==> src/rtl/continuous_monitoring_system_pkg.sv <==
// Shared types for the continuous monitoring system control path:
// control-port address/data shapes, register map and the sequencer command/state types.
package continuous_monitoring_system_pkg;

    localparam int unsigned CTRL_ADDR_WIDTH = 8;
    localparam int unsigned CTRL_DATA_WIDTH = 32;

    typedef logic [CTRL_ADDR_WIDTH-1:0] ctrl_addr_t;

    localparam ctrl_addr_t TRIGGER_TRACE_START_ADDRESS         = 8'h10;
    localparam ctrl_addr_t TRIGGER_TRACE_START_ADDRESS_ENABLED = 8'h11;
    localparam ctrl_addr_t MONITORED_ADDRESS_RANGE_LOWER_BOUND = 8'h20;

    typedef enum logic [2:0] {
        IDLE,
        PAUSE,
        SETUP,
        STROBE,
        HOLD,
        RESUME
    } cms_ctrl_seq_state_t;

    typedef struct packed {
        ctrl_addr_t                 addr;
        logic [CTRL_DATA_WIDTH-1:0] wdata;
        logic                       last;
    } cms_ctrl_cmd_t;

endpackage

==> src/rtl/cms_ctrl_sequencer_if.sv <==
// Command push channel into the control sequencer (valid/ready handshake).
interface cms_ctrl_sequencer_if;
    import continuous_monitoring_system_pkg::*;

    logic                       s_cmd_valid;
    logic                       s_cmd_ready;
    ctrl_addr_t                 s_cmd_addr;
    logic [CTRL_DATA_WIDTH-1:0] s_cmd_wdata;
    logic                       s_cmd_last;

    modport master (
        output s_cmd_valid, s_cmd_addr, s_cmd_wdata, s_cmd_last,
        input  s_cmd_ready
    );

    modport slave (
        input  s_cmd_valid, s_cmd_addr, s_cmd_wdata, s_cmd_last,
        output s_cmd_ready
    );

endinterface

==> src/rtl/cms_cmd_fifo.sv <==
// Synchronous command FIFO with registered full/empty flags and a single-cycle flush.
module cms_cmd_fifo
    import continuous_monitoring_system_pkg::*;
#(
    parameter int unsigned DEPTH = 8
) (
    input  logic          clk,
    input  logic          rst,
    input  logic          flush,
    input  logic          push,
    input  cms_ctrl_cmd_t wr_data,
    input  logic          pop,
    output cms_ctrl_cmd_t rd_data,
    output logic          full,
    output logic          empty
);

    localparam int unsigned AW = (DEPTH > 1) ? $clog2(DEPTH) : 1;

    cms_ctrl_cmd_t mem [DEPTH];
    logic [AW-1:0] wr_ptr;
    logic [AW-1:0] rd_ptr;
    logic [AW:0]   count;
    logic [AW:0]   count_d;
    logic          do_push;
    logic          do_pop;

    // Flush wins over both ports so an abort drops a same-cycle push.
    assign do_push = push && !full && !flush;
    assign do_pop  = pop && !empty && !flush;
    assign rd_data = mem[rd_ptr];

    always_comb begin
        count_d = count;
        if (do_push && !do_pop) begin
            count_d = count + 1'b1;
        end else if (do_pop && !do_push) begin
            count_d = count - 1'b1;
        end
    end

    always_ff @(posedge clk) begin
        if (do_push) begin
            mem[wr_ptr] <= wr_data;
        end
    end

    always_ff @(posedge clk) begin
        if (rst || flush) begin
            wr_ptr <= '0;
            rd_ptr <= '0;
            count  <= '0;
            full   <= 1'b0;
            empty  <= 1'b1;
        end else begin
            if (do_push) begin
                wr_ptr <= wr_ptr + 1'b1;
            end
            if (do_pop) begin
                rd_ptr <= rd_ptr + 1'b1;
            end
            count <= count_d;
            full  <= (count_d == (AW+1)'(DEPTH));
            empty <= (count_d == '0);
        end
    end

endmodule

==> src/rtl/cms_ctrl_sequencer.sv <==
// Drains queued control-register writes into the monitor, pausing cms_en around each
// batch and spacing strobes so every write is a distinct rising edge.
module cms_ctrl_sequencer
    import continuous_monitoring_system_pkg::*;
#(
    parameter int unsigned FIFO_DEPTH   = 8,
    parameter int unsigned PAUSE_CYCLES = 2,
    parameter int unsigned GAP_CYCLES   = 1
) (
    input  logic                       clk,
    input  logic                       rst,
    cms_ctrl_sequencer_if.slave        cmd,
    input  logic                       sw_en,
    input  logic                       abort,
    output ctrl_addr_t                 ctrl_addr,
    output logic [CTRL_DATA_WIDTH-1:0] ctrl_wdata,
    output logic                       ctrl_write_enable,
    output logic                       cms_en,
    output logic                       busy,
    output logic [15:0]                writes_done
);

    localparam int unsigned TMAX = (PAUSE_CYCLES > GAP_CYCLES) ? PAUSE_CYCLES : GAP_CYCLES;
    localparam int unsigned TW   = $clog2(TMAX + 1);

    cms_ctrl_seq_state_t        state_q, state_d;
    logic [TW-1:0]              timer_q, timer_d;
    cms_ctrl_cmd_t              cmd_in;
    cms_ctrl_cmd_t              head;
    logic                       fifo_full;
    logic                       fifo_empty;
    logic                       push;
    logic                       pop;
    ctrl_addr_t                 addr_q;
    logic [CTRL_DATA_WIDTH-1:0] wdata_q;
    logic                       last_q;
    logic                       cms_en_q;
    logic [15:0]                writes_done_q;

    // Ready comes from the registered full flag, never from the same-cycle pop.
    assign cmd.s_cmd_ready = !fifo_full && !abort && !rst;
    assign push            = cmd.s_cmd_valid && cmd.s_cmd_ready;
    assign cmd_in          = {cmd.s_cmd_addr, cmd.s_cmd_wdata, cmd.s_cmd_last};

    cms_cmd_fifo #(
        .DEPTH (FIFO_DEPTH)
    ) u_fifo (
        .clk     (clk),
        .rst     (rst),
        .flush   (abort),
        .push    (push),
        .wr_data (cmd_in),
        .pop     (pop),
        .rd_data (head),
        .full    (fifo_full),
        .empty   (fifo_empty)
    );

    always_comb begin
        state_d = state_q;
        timer_d = timer_q;
        pop     = 1'b0;
        unique case (state_q)
            IDLE: begin
                if (!fifo_empty) begin
                    state_d = PAUSE;
                    timer_d = '0;
                end
            end
            PAUSE: begin
                if (timer_q == TW'(PAUSE_CYCLES - 1)) begin
                    state_d = SETUP;
                end else begin
                    timer_d = timer_q + 1'b1;
                end
            end
            SETUP: begin
                pop     = 1'b1;
                state_d = STROBE;
            end
            STROBE: begin
                state_d = HOLD;
                timer_d = '0;
            end
            HOLD: begin
                if (timer_q >= TW'(GAP_CYCLES - 1)) begin
                    if (last_q) begin
                        state_d = RESUME;
                    end else if (!fifo_empty) begin
                        state_d = SETUP;
                    end
                end else begin
                    timer_d = timer_q + 1'b1;
                end
            end
            RESUME: state_d = IDLE;
            default: state_d = IDLE;
        endcase
        if (abort) begin
            state_d = IDLE;
        end
    end

    always_ff @(posedge clk) begin
        if (rst) begin
            state_q       <= IDLE;
            timer_q       <= '0;
            addr_q        <= '0;
            wdata_q       <= '0;
            last_q        <= 1'b0;
            cms_en_q      <= 1'b0;
            writes_done_q <= '0;
        end else begin
            state_q <= state_d;
            timer_q <= timer_d;
            if (state_q == SETUP) begin
                addr_q  <= head.addr;
                wdata_q <= head.wdata;
                last_q  <= head.last;
            end
            // A strobe already on the port is counted even if abort lands with it.
            if (state_q == STROBE) begin
                writes_done_q <= writes_done_q + 1'b1;
            end
            // Every path back to IDLE (stay, RESUME, abort) loads sw_en; all others force low.
            cms_en_q <= (state_d == IDLE) ? sw_en : 1'b0;
        end
    end

    assign ctrl_addr         = addr_q;
    assign ctrl_wdata        = wdata_q;
    assign ctrl_write_enable = (state_q == STROBE) && !rst;
    assign cms_en            = cms_en_q;
    assign busy              = (state_q != IDLE) && !rst;
    assign writes_done       = writes_done_q;

endmodule

==> src/flat_wrapper.sv <==
// flat-port wrapper written by rule: the top's interface ports become plain ports
module cms_ctrl_sequencer_flat import continuous_monitoring_system_pkg::*;
#(
    parameter int unsigned FIFO_DEPTH   = 8,
    parameter int unsigned PAUSE_CYCLES = 2,
    parameter int unsigned GAP_CYCLES   = 1
)
  (clk, rst, sw_en, abort, ctrl_addr, ctrl_wdata, ctrl_write_enable, cms_en, busy, writes_done, cmd_s_cmd_valid, cmd_s_cmd_addr, cmd_s_cmd_wdata, cmd_s_cmd_last, cmd_s_cmd_ready);
  cms_ctrl_sequencer_if cmd_i ();
  input  logic clk;
  input  logic rst;
  input  logic sw_en;
  input  logic abort;
  output ctrl_addr_t ctrl_addr;
  output logic [CTRL_DATA_WIDTH-1:0] ctrl_wdata;
  output logic ctrl_write_enable;
  output logic cms_en;
  output logic busy;
  output logic [15:0] writes_done;
  input wire logic [$bits(cmd_i.s_cmd_valid)-1:0] cmd_s_cmd_valid;
  input wire logic [$bits(cmd_i.s_cmd_addr)-1:0] cmd_s_cmd_addr;
  input wire logic [$bits(cmd_i.s_cmd_wdata)-1:0] cmd_s_cmd_wdata;
  input wire logic [$bits(cmd_i.s_cmd_last)-1:0] cmd_s_cmd_last;
  output wire logic [$bits(cmd_i.s_cmd_ready)-1:0] cmd_s_cmd_ready;
  assign cmd_i.s_cmd_valid = cmd_s_cmd_valid;
  assign cmd_i.s_cmd_addr = cmd_s_cmd_addr;
  assign cmd_i.s_cmd_wdata = cmd_s_cmd_wdata;
  assign cmd_i.s_cmd_last = cmd_s_cmd_last;
  assign cmd_s_cmd_ready = cmd_i.s_cmd_ready;
  cms_ctrl_sequencer #(.FIFO_DEPTH(FIFO_DEPTH), .PAUSE_CYCLES(PAUSE_CYCLES), .GAP_CYCLES(GAP_CYCLES)) u_core (.clk(clk), .rst(rst), .cmd(cmd_i), .sw_en(sw_en), .abort(abort), .ctrl_addr(ctrl_addr), .ctrl_wdata(ctrl_wdata), .ctrl_write_enable(ctrl_write_enable), .cms_en(cms_en), .busy(busy), .writes_done(writes_done));
endmodule
==> config.mk <==
export PLATFORM = sky130hd
export DESIGN_NAME = cms_ctrl_sequencer_flat
export DESIGN_NICKNAME = d
export VERILOG_FILES = /design/src/rtl/continuous_monitoring_system_pkg.sv /design/src/rtl/cms_ctrl_sequencer_if.sv /design/src/rtl/cms_cmd_fifo.sv /design/src/rtl/cms_ctrl_sequencer.sv /design/src/flat_wrapper.sv
export SDC_FILE = /design/constraint.sdc
export NUM_CORES = 1
export LEC_CHECK = 0
export ABC_AREA = 1
export BUFFER_PORTS_ARGS = -buffer_cell sky130_fd_sc_hd__buf_2
export CORE_MARGIN = 2
export CORE_UTILIZATION = 45
export DETAILED_ROUTE_END_ITERATION = 8
export PLACE_DENSITY_LB_ADDON = 0.1
export RECOVER_POWER = 25
export SLEW_MARGIN = 20
export SYNTH_ARGS = -nofsm -noshare
export SYNTH_HDL_FRONTEND = slang
export SYNTH_HIERARCHICAL = 1
export SYNTH_SLANG_ARGS = --single-unit
==> constraint.sdc <==
create_clock -name clk -period 4 [get_ports clk]
set_input_delay 0.6 -clock clk [delete_from_list [all_inputs] [get_ports clk]]
set_output_delay 0.6 -clock clk [all_outputs]
set_load 0.05 [all_outputs]
## Word-level counts from Yosys, hierarchy flattened

Memory sizes are Yosys's and may differ from the RTL's. A register that Yosys moved wholly into a read port is not among the register bits.
Index checks and enable logic that the tools add are counted.

| storage, ports and cells | value |
|---|---|
| logic and storage cells | 68 |
| output and inout port bits | 60 |
| memory bits (read-only) | 0 |
| latch bits | 0 |
| input port bits | 46 |
| bits in writable memories | 328 |
| bits in registers | 34 |
| memories | 1 |

Memories:

| memory | words | bits a word | read ports | clocked after Yosys merged registers in | write ports | line | text |
|---|---|---|---|---|---|---|---|
| u_core.u_fifo.mem | 8 | 41 | 1 | 1 | 1 | cms_cmd_fifo.sv:20 | `cms_ctrl_cmd_t mem [DEPTH];` |

| operators by class | value |
|---|---|
| shift-type cells | 0 |
| divide/modulo/power cells | 0 |
| equality and inequality tests | 9 |
| add/sub/neg operators | 6 |
| $lt $le $gt $ge | 1 |
| bitwise logic cells | 1 |
| reductions and logical operators | 25 |
| multiply operators | 0 |
| multiplexer cells | 16 |

Operator list:

| kind | count |
|---|---|
| two-way mux 3 bit | 6 |
| adder 16 x 1 -> 16 bit (second input constant) | 1 |
| one-hot mux 3 bit (5 select lines) | 1 |
| logical AND 1 bit | 11 |
| two-way mux 4 bit | 2 |
| one-hot mux 2 bit (4 select lines) | 1 |
| adder 3 x 1 -> 3 bit (second input constant) | 2 |
| == test 3 x 2 -> 1 bit (second input constant) | 2 |
| logical NOT 1 bit | 6 |
| logical NOT 3 bit | 2 |
| two-way mux 2 bit | 3 |
| inequality test 2 bit (second input constant) | 3 |
| adder 4 x 1 -> 4 bit (second input constant) | 1 |
| == test 4 bit (second input constant) | 1 |
| logical NOT 4 bit | 1 |
| AND reduction 4 bit | 1 |
| nonzero test 4 bit | 1 |
| subtractor 4 x 1 -> 4 bit (second input constant) | 1 |
| == test 3 x 1 -> 1 bit (second input constant) | 1 |
| == test 3 bit (second input constant) | 1 |
| two-way mux 1 bit | 3 |
| nonzero test 3 bit | 1 |
| adder 2 x 1 -> 2 bit (second input constant) | 1 |
| == test 2 x 1 -> 1 bit (second input constant) | 1 |
| other kinds (4) | 4 |

## Depth between registers and ports, before layout

Gate-level depths: netlist (run 1).

| depth | value |
|---|---|
| word-level depth | 11 |
| mapped depth | 14 |
| gate-level depth less buffers | 13 |

## By module

Netlist (run 1), hierarchy kept.

Modules (own cells, without submodules):

| module | cells each | seq. area each (um2) | area each (um2) | instances |
|---|---|---|---|---|
| cms_cmd_fifo | 1,035 | 10,149.7 | 13,477.9 | 1 |
| cms_ctrl_sequencer | 359 | 1,261.2 | 2,597.5 | 1 |

## Worst setup path after synthesis (run 1)

OpenSTA, ideal clock, no wires.

| timing path | value |
|---|---|
| path kind | in2reg |
| from | input abort |
| to | memory u_core/u_fifo/mem[1][0] in the netlist's numbering (enable) |
| path slack | -546 ps |
| setup time | 439 ps |
| data required time | 3,561 ps |
| arrival time | 4,106 ps |
| buffers on the path | 0 |
| stages | 6 |
| cell sequence | nor3_1 and2_1 nand3_2 nor2_1 inv_1 nor2_1 |

| on the way | value |
|---|---|
| longest elaborated chain between the ends | 8 |

Ends and longest elaborated chain:

| what | line | text |
|---|---|---|
| start, declared | flat_wrapper.sv:13 | `input logic abort;` |
| logical NOT 1 bit | cms_ctrl_sequencer.sv:41 | `assign cmd.s_cmd_ready = !fifo_full && !abort && !rst;` |
| logical AND 1 bit (2 in a row) | cms_ctrl_sequencer.sv:41 |  |
| logical AND 1 bit | cms_ctrl_sequencer.sv:42 | `assign push = cmd.s_cmd_valid && cmd.s_cmd_ready;` |
| via u_core.push | cms_ctrl_sequencer.sv:32 | `logic push;` |
| logical AND 1 bit (2 in a row) | cms_cmd_fifo.sv:29 | `assign do_push = push && !full && !flush;` |
| two-way mux 1 bit | cms_cmd_fifo.sv:43 | `if (do_push) begin` |
| two-way mux 1 bit (not written as such) | cms_cmd_fifo.sv:44 | `mem[wr_ptr] <= wr_data;` |
| end, declared | cms_cmd_fifo.sv:20 |  |

The timed path passes the listed nets, and every way through them passes these cells.

## Final worst setup path (run 1)

| timing path | value |
|---|---|
| from | register u_core.u_fifo.full |
| to | memory u_core/u_fifo/mem[4][28] in the netlist's numbering (enable) |

| on the way | value |
|---|---|
| longest elaborated chain between the ends | 8 |

Ends and longest elaborated chain:

| what | line | text |
|---|---|---|
| start, declared | cms_cmd_fifo.sv:14 | `output logic full,` |
| start signal, assigned | cms_cmd_fifo.sv:63 | `full <= (count_d == (AW+1)'(DEPTH));` |
| logical NOT 1 bit | cms_ctrl_sequencer.sv:41 |  |
| logical AND 1 bit (2 in a row) | cms_ctrl_sequencer.sv:41 |  |
| logical AND 1 bit | cms_ctrl_sequencer.sv:42 |  |
| via u_core.push | cms_ctrl_sequencer.sv:32 |  |
| logical AND 1 bit (2 in a row) | cms_cmd_fifo.sv:29 |  |
| two-way mux 1 bit | cms_cmd_fifo.sv:43 |  |
| two-way mux 1 bit (not written as such) | cms_cmd_fifo.sv:44 |  |

The timed path passes the listed nets, and every way through them passes these cells.

==> results of run 1 <==
-- power by group --
part | switching (mW) | internal, mW
clock | 1.53 | 2.24
sequential | 0.00318 | 4.57
combinational | 0.0916 | 0.0263
total | 1.62 | 6.83
-- cells in the mapped netlist (9+ instances only) --
cell and instances:
a21oi_1 58, o21ai_0 94, nor3_1 9, buf_4 10
nand3_1 19, clkbuf_1 36, inv_1 40, dfxtp_1 78
nand2_1 275, buf_2 21, o32ai_1 82, edfxtp_1 328
nor2_1 299
-- worst max-delay path, stage by stage (launching register included) --
cell     delay (ns)
dfxtp_1        0.31
nor3_1         0.16
and2_1         0.19
nand3_2        0.14
inv_2          0.13
nand2_1        0.24
nor2_4         0.51
buf_4          0.35
-- cells by family after synthesis --
family                     count (synthesis)  synth area share, %
AOI/OAI and AO/OA                        236                 9.28
xor gates and xnor gates                   1               0.0545
buffers and inverters                    124                 3.75
adders and majority gates                  6                0.467
DFF                                      406                 71.0
and+or+nand+nor                          621                 15.5
-- flip-flops by register name, indices dropped and copies added, names as in the netlist, named ones only --
name / count
u_core/state_q: 3
u_core/last_q: 1
u_core/u_fifo/wr_ptr: 3
u_core/ctrl_addr: 8
u_core/cms_en: 1
u_core/writes_done: 16
u_core/u_fifo/empty: 1
u_core/u_fifo/rd_ptr: 3
u_core/timer_q: 2
u_core/u_fifo/mem: 328
u_core/u_fifo/count: 4
u_core/ctrl_wdata: 32
u_core/u_fifo/full: 1
-- layer usage --
| metal | vias to the layer above | GRT usage, % | part of all wire (%) |
|---|---|---|---|
| met5 | - | 0 | 0 |
| met1 | 5119 | 25.9 | 46 |
| li1 | 5100 | - | - |
| met2 | 165 | 33.3 | 49 |
| met3 | 49 | 2.70 | 3.5 |
| met4 | 0 | 5.33 | 2.0 |
-- cell type report --
cell class / count / area (sq um)
clock buffer: 67 / 1230
clock inverter: 12 / 105
fill: 3163 / 17100
inverter: 46 / 178
multi-input combinational: 864 / 4120
sequential: 406 / 11400
tap: 461 / 577
timing repair buffer: 128 / 689
-- worst paths after layout --
check / end / slack [ns] / from / cells after the start
worst max-delay path: u_core/u_fifo/mem[4][28] / 1.64 / u_core/u_fifo/full / 7
worst min-delay path: u_core/u_fifo/mem[0][33] / 0.36 / cmd_s_cmd_addr[0] / 1
worst max register to register: u_core/u_fifo/mem[4][28] / 1.64 / u_core/u_fifo/full / 7
worst min register to register: u_core/ctrl_wdata[22] / 0.46 / u_core/ctrl_wdata[22] / 2
==> results.yml, run 1 <==
status:
  status: "finished, final reports clean"
timing:
  rsz0062_at_grt: "false"
  finalCriticalPeriod_ns: 2.36
  setup_slack_ns: 1.64
  skew_ns: 0.0151
  whs_ns: 0.361
  final-hold-violation-count: 0
  setup_viol: 0
  period_share_pct: 59.0
  tns_ns: 0
  slew_headroom_pct: 39.6
  drv_slew: 0
  worstMarginPinSlew_ns: 0.905
  clock.fmax_mhz: 424
grt:
  gr-total-overflow: 0
  grt_start_max_net_pins: 97
  grt_pass1_wl_um: 56200
  antenna_found_initial: 0
  first_global_vias: 10211
  grt_use_total_pct: 19.4
power_and_ir_drop:
  ir_drop_mv: 0.359
  totalPowerFinal_mw: 8.45
  p_leak_nw: 6.52
  power.density_nw_per_um2: 461
route:
  drtPass1Iterations: 4
  drt-initial-drc-count: 666
  viasPerCell: 5.26
  ant_nets: 0
  drc_errors: 0
  vias: 10433
  detail_route.wl_per_cell_um: 18.0
  drt_wl_total_um: 35700
critical_path:
  timing.setup.critical_path_class: "reg -> reg"
  critPathMaxFanout: 15
  worstPathRequired_ns: 4.21
  end_kind: "register"
  crit_path_start_kind: "register"
  critical_path_arrival_ns: 2.57
layout:
  final_util_pct: 51.8
  drive_gt1_share_pct: 12.1
  antenna_cells: 0
  area_delta_synth_final_pct: 14.0
  final_area_sq_um: 18300
  nets: 1541
  final_cell_mix: "edfxtp_1, nor2_1, nand2_1, o21ai_0, o32ai_1"
  final_common_cell: "edfxtp_1"
  final_cells: 1984
yosys:
  synth.top_cell.area_share_pct: 61.3
  syn-instance-count: 1394
  async_reset_ff_share_pct: 0
  syn_area_per_cell_sq_um: 11.5
  synth_area_sq_um: 16100
  synth_seq_cells: 406
  synth-edff-count: 328
  synth_top_area_cell: "edfxtp_1"
  synthTopCellsByArea: "edfxtp_1, dfxtp_1, nor2_1"
  synthesis.nets: 1446
  yosysSeqAreaShare_pct: 71.0
  ys_warn_count: 6
  ys_types: 35
  ys.flop_type: "edfxtp_1"
die:
  io-pin-count: 106
  rows: 69
  die-area_sq_um: 37300
  core_area_sq_um: 35400
  die_w_um: 193
  start_util_pct: 45.4
  die_h_um: 193
clock_tree:
  insertion_delay_ns: 0.53
  cts_setup_buffers: 0
  cts-hold-fix-buffers: 0
  clk_pin_slew_worst_paths_ns: 0.06
  cts_root_buf: "clkbuf_16"
  cts_buffers: 43
  clock_path_buffers: 3
  clock_sinks: 406
  cts_tree: "built"
  cts.repair.resized: 0
  htreeDepth: 2
placed_design:
  gp_congestion: 0.747
  placed_cells: 1905
  dpl_cell_area_sq_um: 17000
  dp_slack_ns: 1.08
  port_buffers: 105
  dp_hpwl_um: 20000
job:
  max-cap-violations: 0
min_path:
  min_path_type: "in -> reg"
Power figures use the tool's default switching activity.
==> run 2, diff against run 1 <==
==> constraint.sdc (replaced) <==
create_clock -name clk -period 2.4 [get_ports clk]
set_input_delay 0.36 -clock clk [delete_from_list [all_inputs] [get_ports clk]]
set_output_delay 0.36 -clock clk [all_outputs]
set_load 0.05 [all_outputs]
==> results.yml, run 2 (synthesized netlist as in run 1, its figures left out) <==
timing:
  final-hold-violation-count: 0
  drv_slew: 0
  slew_headroom_pct: 56.0
  setup_slack_ns: 0.319
  clock.fmax_mhz: 480
  period_share_pct: 86.7
  setup_viol: 0
  worstMarginPinSlew_ns: 0.660
  skew_ns: 0.0138
  rsz0062_at_grt: "false"
  finalCriticalPeriod_ns: 2.08
critical_path:
  worstPathRequired_ns: 2.04
  crit_path_start_kind: "register"
  critical_path_arrival_ns: 1.72
  critPathMaxFanout: 8
  end_kind: "primary output"
  timing.setup.critical_path_class: "reg -> out"
grt:
  grt_pass1_wl_um: 57300
  gr-total-overflow: 0
  first_global_vias: 10328
  grt_start_max_net_pins: 50
  grt_use_total_pct: 20.2
  antenna_found_initial: 1
clock_tree:
  cts.repair.resized: 0
  clk_pin_slew_worst_paths_ns: 0.06
  cts_setup_buffers: 0
  cts_root_buf: "clkbuf_16"
  clock_sinks: 406
  cts_buffers: 44
  cts-hold-fix-buffers: 0
  insertion_delay_ns: 0.57
  htreeDepth: 2
  cts_tree: "built"
  clock_path_buffers: 3
layout:
  final_area_sq_um: 18900
  largest_register_ffs: 328
  final_common_cell: "edfxtp_1"
  nFillCells: 3087
  area_delta_synth_final_pct: 17.4
  largest_register: "u_core/u_fifo/mem"
  final_cell_mix: "edfxtp_1, nor2_1, nand2_1, o21ai_0, o32ai_1"
  drive_gt1_share_pct: 13.9
  antenna_cells: 0
  nets: 1559
route:
  viasPerCell: 5.26
  detail_route.wl_per_cell_um: 18.3
  drc_errors: 0
  ant_nets: 0
  vias: 10546
  drtPass1Iterations: 5
  drt-initial-drc-count: 597
  drt_wl_total_um: 36700
die:
  io-pin-count: 106
  rows: 69
  die_w_um: 193
  die-area_sq_um: 37300
  start_util_pct: 45.4
  core_area_sq_um: 35400
  die_h_um: 193
power_and_ir_drop:
  p_leak_nw: 6.75
  ir_drop_mv: 0.636
  power.density_nw_per_um2: 782
placed_design:
  port_buffers: 105
  dp_slack_ns: 0.353
  gp_congestion: 0.757
  dpl_cell_area_sq_um: 17400
  dp_hpwl_um: 21800
min_path:
  min_path_type: "in -> reg"
status:
  status: "finished, final reports clean"
job:
  max-cap-violations: 0
run 2: changes by cell type in the layout (fill, tap and decap cells not counted), sizes merged:
cell      before  now
clkinvlp       0    1
buf          101  118
clkbuf        94   91
bufinv         2    7
run 2: cell type report:
class                   instances  area, sq um  share of cell area (%)
clock inverters                18          299                    1.58
inverters                      46          183                   0.968
flip-flops and latches        406        11400                    60.5
multi-input cells             864         4160                    22.0
repair buffers                145         1040                    5.52
well taps                     461          577                    3.06
clock buffers                  64         1200                    6.34
run 2: path summary, 6_finish.rpt:
path / slack [ns] / depth (start not counted) / to / startpoint
worst min-delay path: 0.11 / 1 / u_core/u_fifo/mem[7][35] / cmd_s_cmd_addr[2]
worst max-delay path: 0.32 / 3 / ctrl_write_enable / u_core/state_q[1]
worst min register to register: 0.46 / 2 / u_core/ctrl_wdata[20] / u_core/ctrl_wdata[20]
worst max register to register: 0.46 / 8 / u_core/ctrl_wdata[11] / register
run 2: per-stage QoR:
step           util (%)  cells  power [mW]  setup TNS [ns]  hold WS [ns]
3_3_place_gp       49.2   1922        7.99               0         0.451
4_1_cts            53.4   2004        15.0               0        0.0303
3_5_place_dp       49.2   1922        8.00               0         0.452
2_1_floorplan         -   1394        7.85          -11.00         0.439
5_1_grt            53.3   2004        15.3               0         0.107
6_report           53.3   2004        14.8               0         0.108
run 2: report_power, final:
| part | total, mW | switching [mW] | internal, mW |
|---|---|---|---|
| Combinational | 0.216 | 0.167 | 0.0495 |
| Sequential | 7.62 | 0.00549 | 7.61 |
| Clock | 6.93 | 2.70 | 4.24 |
| Total | 14.8 | 2.87 | 11.9 |
run 2: worst max-delay path, cell delays in order, from the launching register on:
cell and delay, ns:
dfxtp_1 0.52, nand3_4 0.23, nor2_1 0.13, buf_2 0.27
run 2: routing by layer:
layer	GRT usage, %	wire length, um	share of wire [%]	vias up
met5	0	13	0.035	-
li1	-	-	-	5139
met4	5.19	670	1.8	2
met2	34.3	17900	49	217
met3	4.05	1900	5.2	54
met1	26.6	16200	44	5134
==> run 3, diff against run 2 <==
--- a/config.mk
+++ b/config.mk
@@ -15,5 +15,4 @@
 export SLEW_MARGIN = 20
 export SYNTH_ARGS = -nofsm -noshare
 export SYNTH_HDL_FRONTEND = slang
-export SYNTH_HIERARCHICAL = 1
 export SYNTH_SLANG_ARGS = --single-unit
==> results.yml, run 3 <==
power_and_ir_drop:
  p_leak_nw: 6.22
  totalPowerFinal_mw: 14.2
  power.density_nw_per_um2: 782
  ir_drop_mv: 0.494
min_path:
  min_path_type: "in -> reg"
yosys:
  syn-instance-count: 1281
  synth_compound_area_share_pct: 14.1
  synthSimpleGateAreaFrac_pct: 9.10
  synth-adder-area-share_pct: 0.480
  yosysMostFrequentCell: "edfxtp_1"
  ys_warn_count: 0
  muxShareOfSynthArea_pct: 0
  ys_types: 34
  synth_xor_area_share_pct: 0.224
  syn_area_per_cell_sq_um: 12.2
  synth.top_cell.area_share_pct: 62.9
  synthesis.nets: 1333
  synth_top_family_by_area: "compound AO/OA/AOI/OAI gates"
  synth_area_sq_um: 15700
  yosysSeqAreaShare_pct: 72.5
  synthTopCellsByArea: "edfxtp_1, dfxtp_1, o21ai_0"
  synth_top_area_cell: "edfxtp_1"
  ys.flop_type: "edfxtp_1"
  synth_seq_cells: 403
  netlist_top_cells_count: "edfxtp_1, nor2_1, o21ai_0"
  synth-edff-count: 328
  async_reset_ff_share_pct: 0
placed_design:
  dpl_cell_area_sq_um: 16800
  dp_slack_ns: 0.307
  dp_hpwl_um: 19300
  gp_congestion: 0.790
  port_buffers: 105
route:
  drt_wl_total_um: 34600
  ant_nets: 0
  drc_errors: 0
  vias: 10035
  drtPass1Iterations: 7
  viasPerCell: 5.35
  detail_route.wl_per_cell_um: 18.4
  drt-initial-drc-count: 680
clock_tree:
  clk_pin_slew_worst_paths_ns: 0.06
  htreeDepth: 2
  insertion_delay_ns: 0.54
  clock_sinks: 403
  cts_buffers: 43
  cts_tree: "built"
  cts_setup_buffers: 0
  cts.repair.resized: 0
  clock_path_buffers: 3
  cts-hold-fix-buffers: 0
  cts_root_buf: "clkbuf_16"
critical_path:
  crit_path_start_kind: "register"
  r2r_start: "u_core.u_fifo.rd_ptr[0]"
  worstPathRequired_ns: 2.04
  r2r_slack_ns: 0.64
  r2r_cells: 5
  crit_path_end: "busy"
  critical_path_arrival_ns: 1.65
  worstReg2RegEnd: "u_core.last_q"
  end_kind: "primary output"
  critPathMaxFanout: 8
  timing.setup.critical_path_class: "reg -> out"
  cp-startpoint: "u_core.state_q[1]"
grt:
  grt_use_total_pct: 19.2
  grt_pass1_wl_um: 54100
  first_global_vias: 9648
  grt_start_max_net_pins: 103
  gr-total-overflow: 0
  antenna_found_initial: 1
timing:
  rsz0062_at_grt: "false"
  finalCriticalPeriod_ns: 2.01
  clock.fmax_mhz: 498
  slew_headroom_pct: 54.8
  setup_viol: 0
  period_share_pct: 83.7
  setup_slack_ns: 0.390
  skew_ns: 0.0217
  worstMarginPinSlew_ns: 0.678
  drv_slew: 0
  final-hold-violation-count: 0
die:
  io-pin-count: 106
  die-area_sq_um: 36300
  rows: 68
  start_util_pct: 45.5
  die_w_um: 191
  core_area_sq_um: 34400
  die_h_um: 191
layout:
  area_delta_synth_final_pct: 16.2
  largest_register_ffs: 328
  largest_register: "u_core.u_fifo.mem"
  nets: 1438
  final_common_cell: "edfxtp_1"
  drive_gt1_share_pct: 14.6
  final_util_pct: 52.9
  final_area_sq_um: 18200
  final_cell_mix: "edfxtp_1, nor2_1, o21ai_0, buf_2, dfxtp_1"
job:
  max-cap-violations: 0
status:
  status: "finished, final reports clean"
-- run 3: worst min-delay path by stage --
| stage | from | endpoint | slack [ns] | depth (start not counted) |
|---|---|---|---|---|
| 2_1_floorplan | rst | u_core.writes_done[6] | 0.44 | 1 |
| 3_3_place_gp | u_core.writes_done[10] | u_core.writes_done[10] | 0.45 | 2 |
| 3_5_place_dp | u_core.writes_done[10] | u_core.writes_done[10] | 0.46 | 2 |
| 4_1_cts | cmd_s_cmd_wdata[18] | u_core.u_fifo.mem[6][19] | 0.07 | 1 |
| 5_1_grt | abort | u_core.state_q[1] | 0.1 | 2 |
| 6_report | sw_en | u_core.cms_en | 0.09 | 3 |
-- run 3: area by class of cell --
class,instances,area (sq um)
diodes,1,2.50
clock buffers,64,1240
clock inverters,16,143
fillers,2979,16200
inverters,46,175
multi-input cells,755,3810
flip-flops and latches,403,11400
well taps,455,569
repair buffers,137,895
-- run 3: kinds of logic after synthesis --
| kind of cell | Yosys count |
|---|---|
| buffers and inverters | 123 |
| and+or+nand+nor | 336 |
| AOI/OAI and AO/OA | 409 |
| DFF | 403 |
| adders and majority gates | 6 |
| xor gates and xnor gates | 4 |
-- run 3: worst max-delay path, cell delays in order (launching register included) --
cell     delay, ns
dfxtp_1       0.50
inv_1         0.13
a31oi_1       0.20
buf_2         0.29
-- run 3: per-layer routing --
| metal | vias to the layer above | global-route usage, % | wire, um |
|---|---|---|---|
| met5 | - | 0 | 0 |
| met2 | 250 | 30.6 | 15900 |
| met3 | 44 | 2.59 | 1710 |
| li1 | 4866 | - | - |
| met1 | 4875 | 27.6 | 16300 |
| met4 | 0 | 5.46 | 664 |
-- run 3: stage by stage --
step,TNS [ns],std cells,hold slack (ns)
5_1_grt,0,1876,0.0985
2_1_floorplan,-103.73,1281,0.436
3_3_place_gp,0,1796,0.450
6_report,0,1877,0.0852
3_5_place_dp,0,1796,0.456
4_1_cts,0,1876,0.0677
-- run 3: where the power goes --
part           switching [mW]  internal, mW
registers             0.00864          7.58
logic                   0.175        0.0599
clock network            2.62          3.79
total                    2.80          11.4
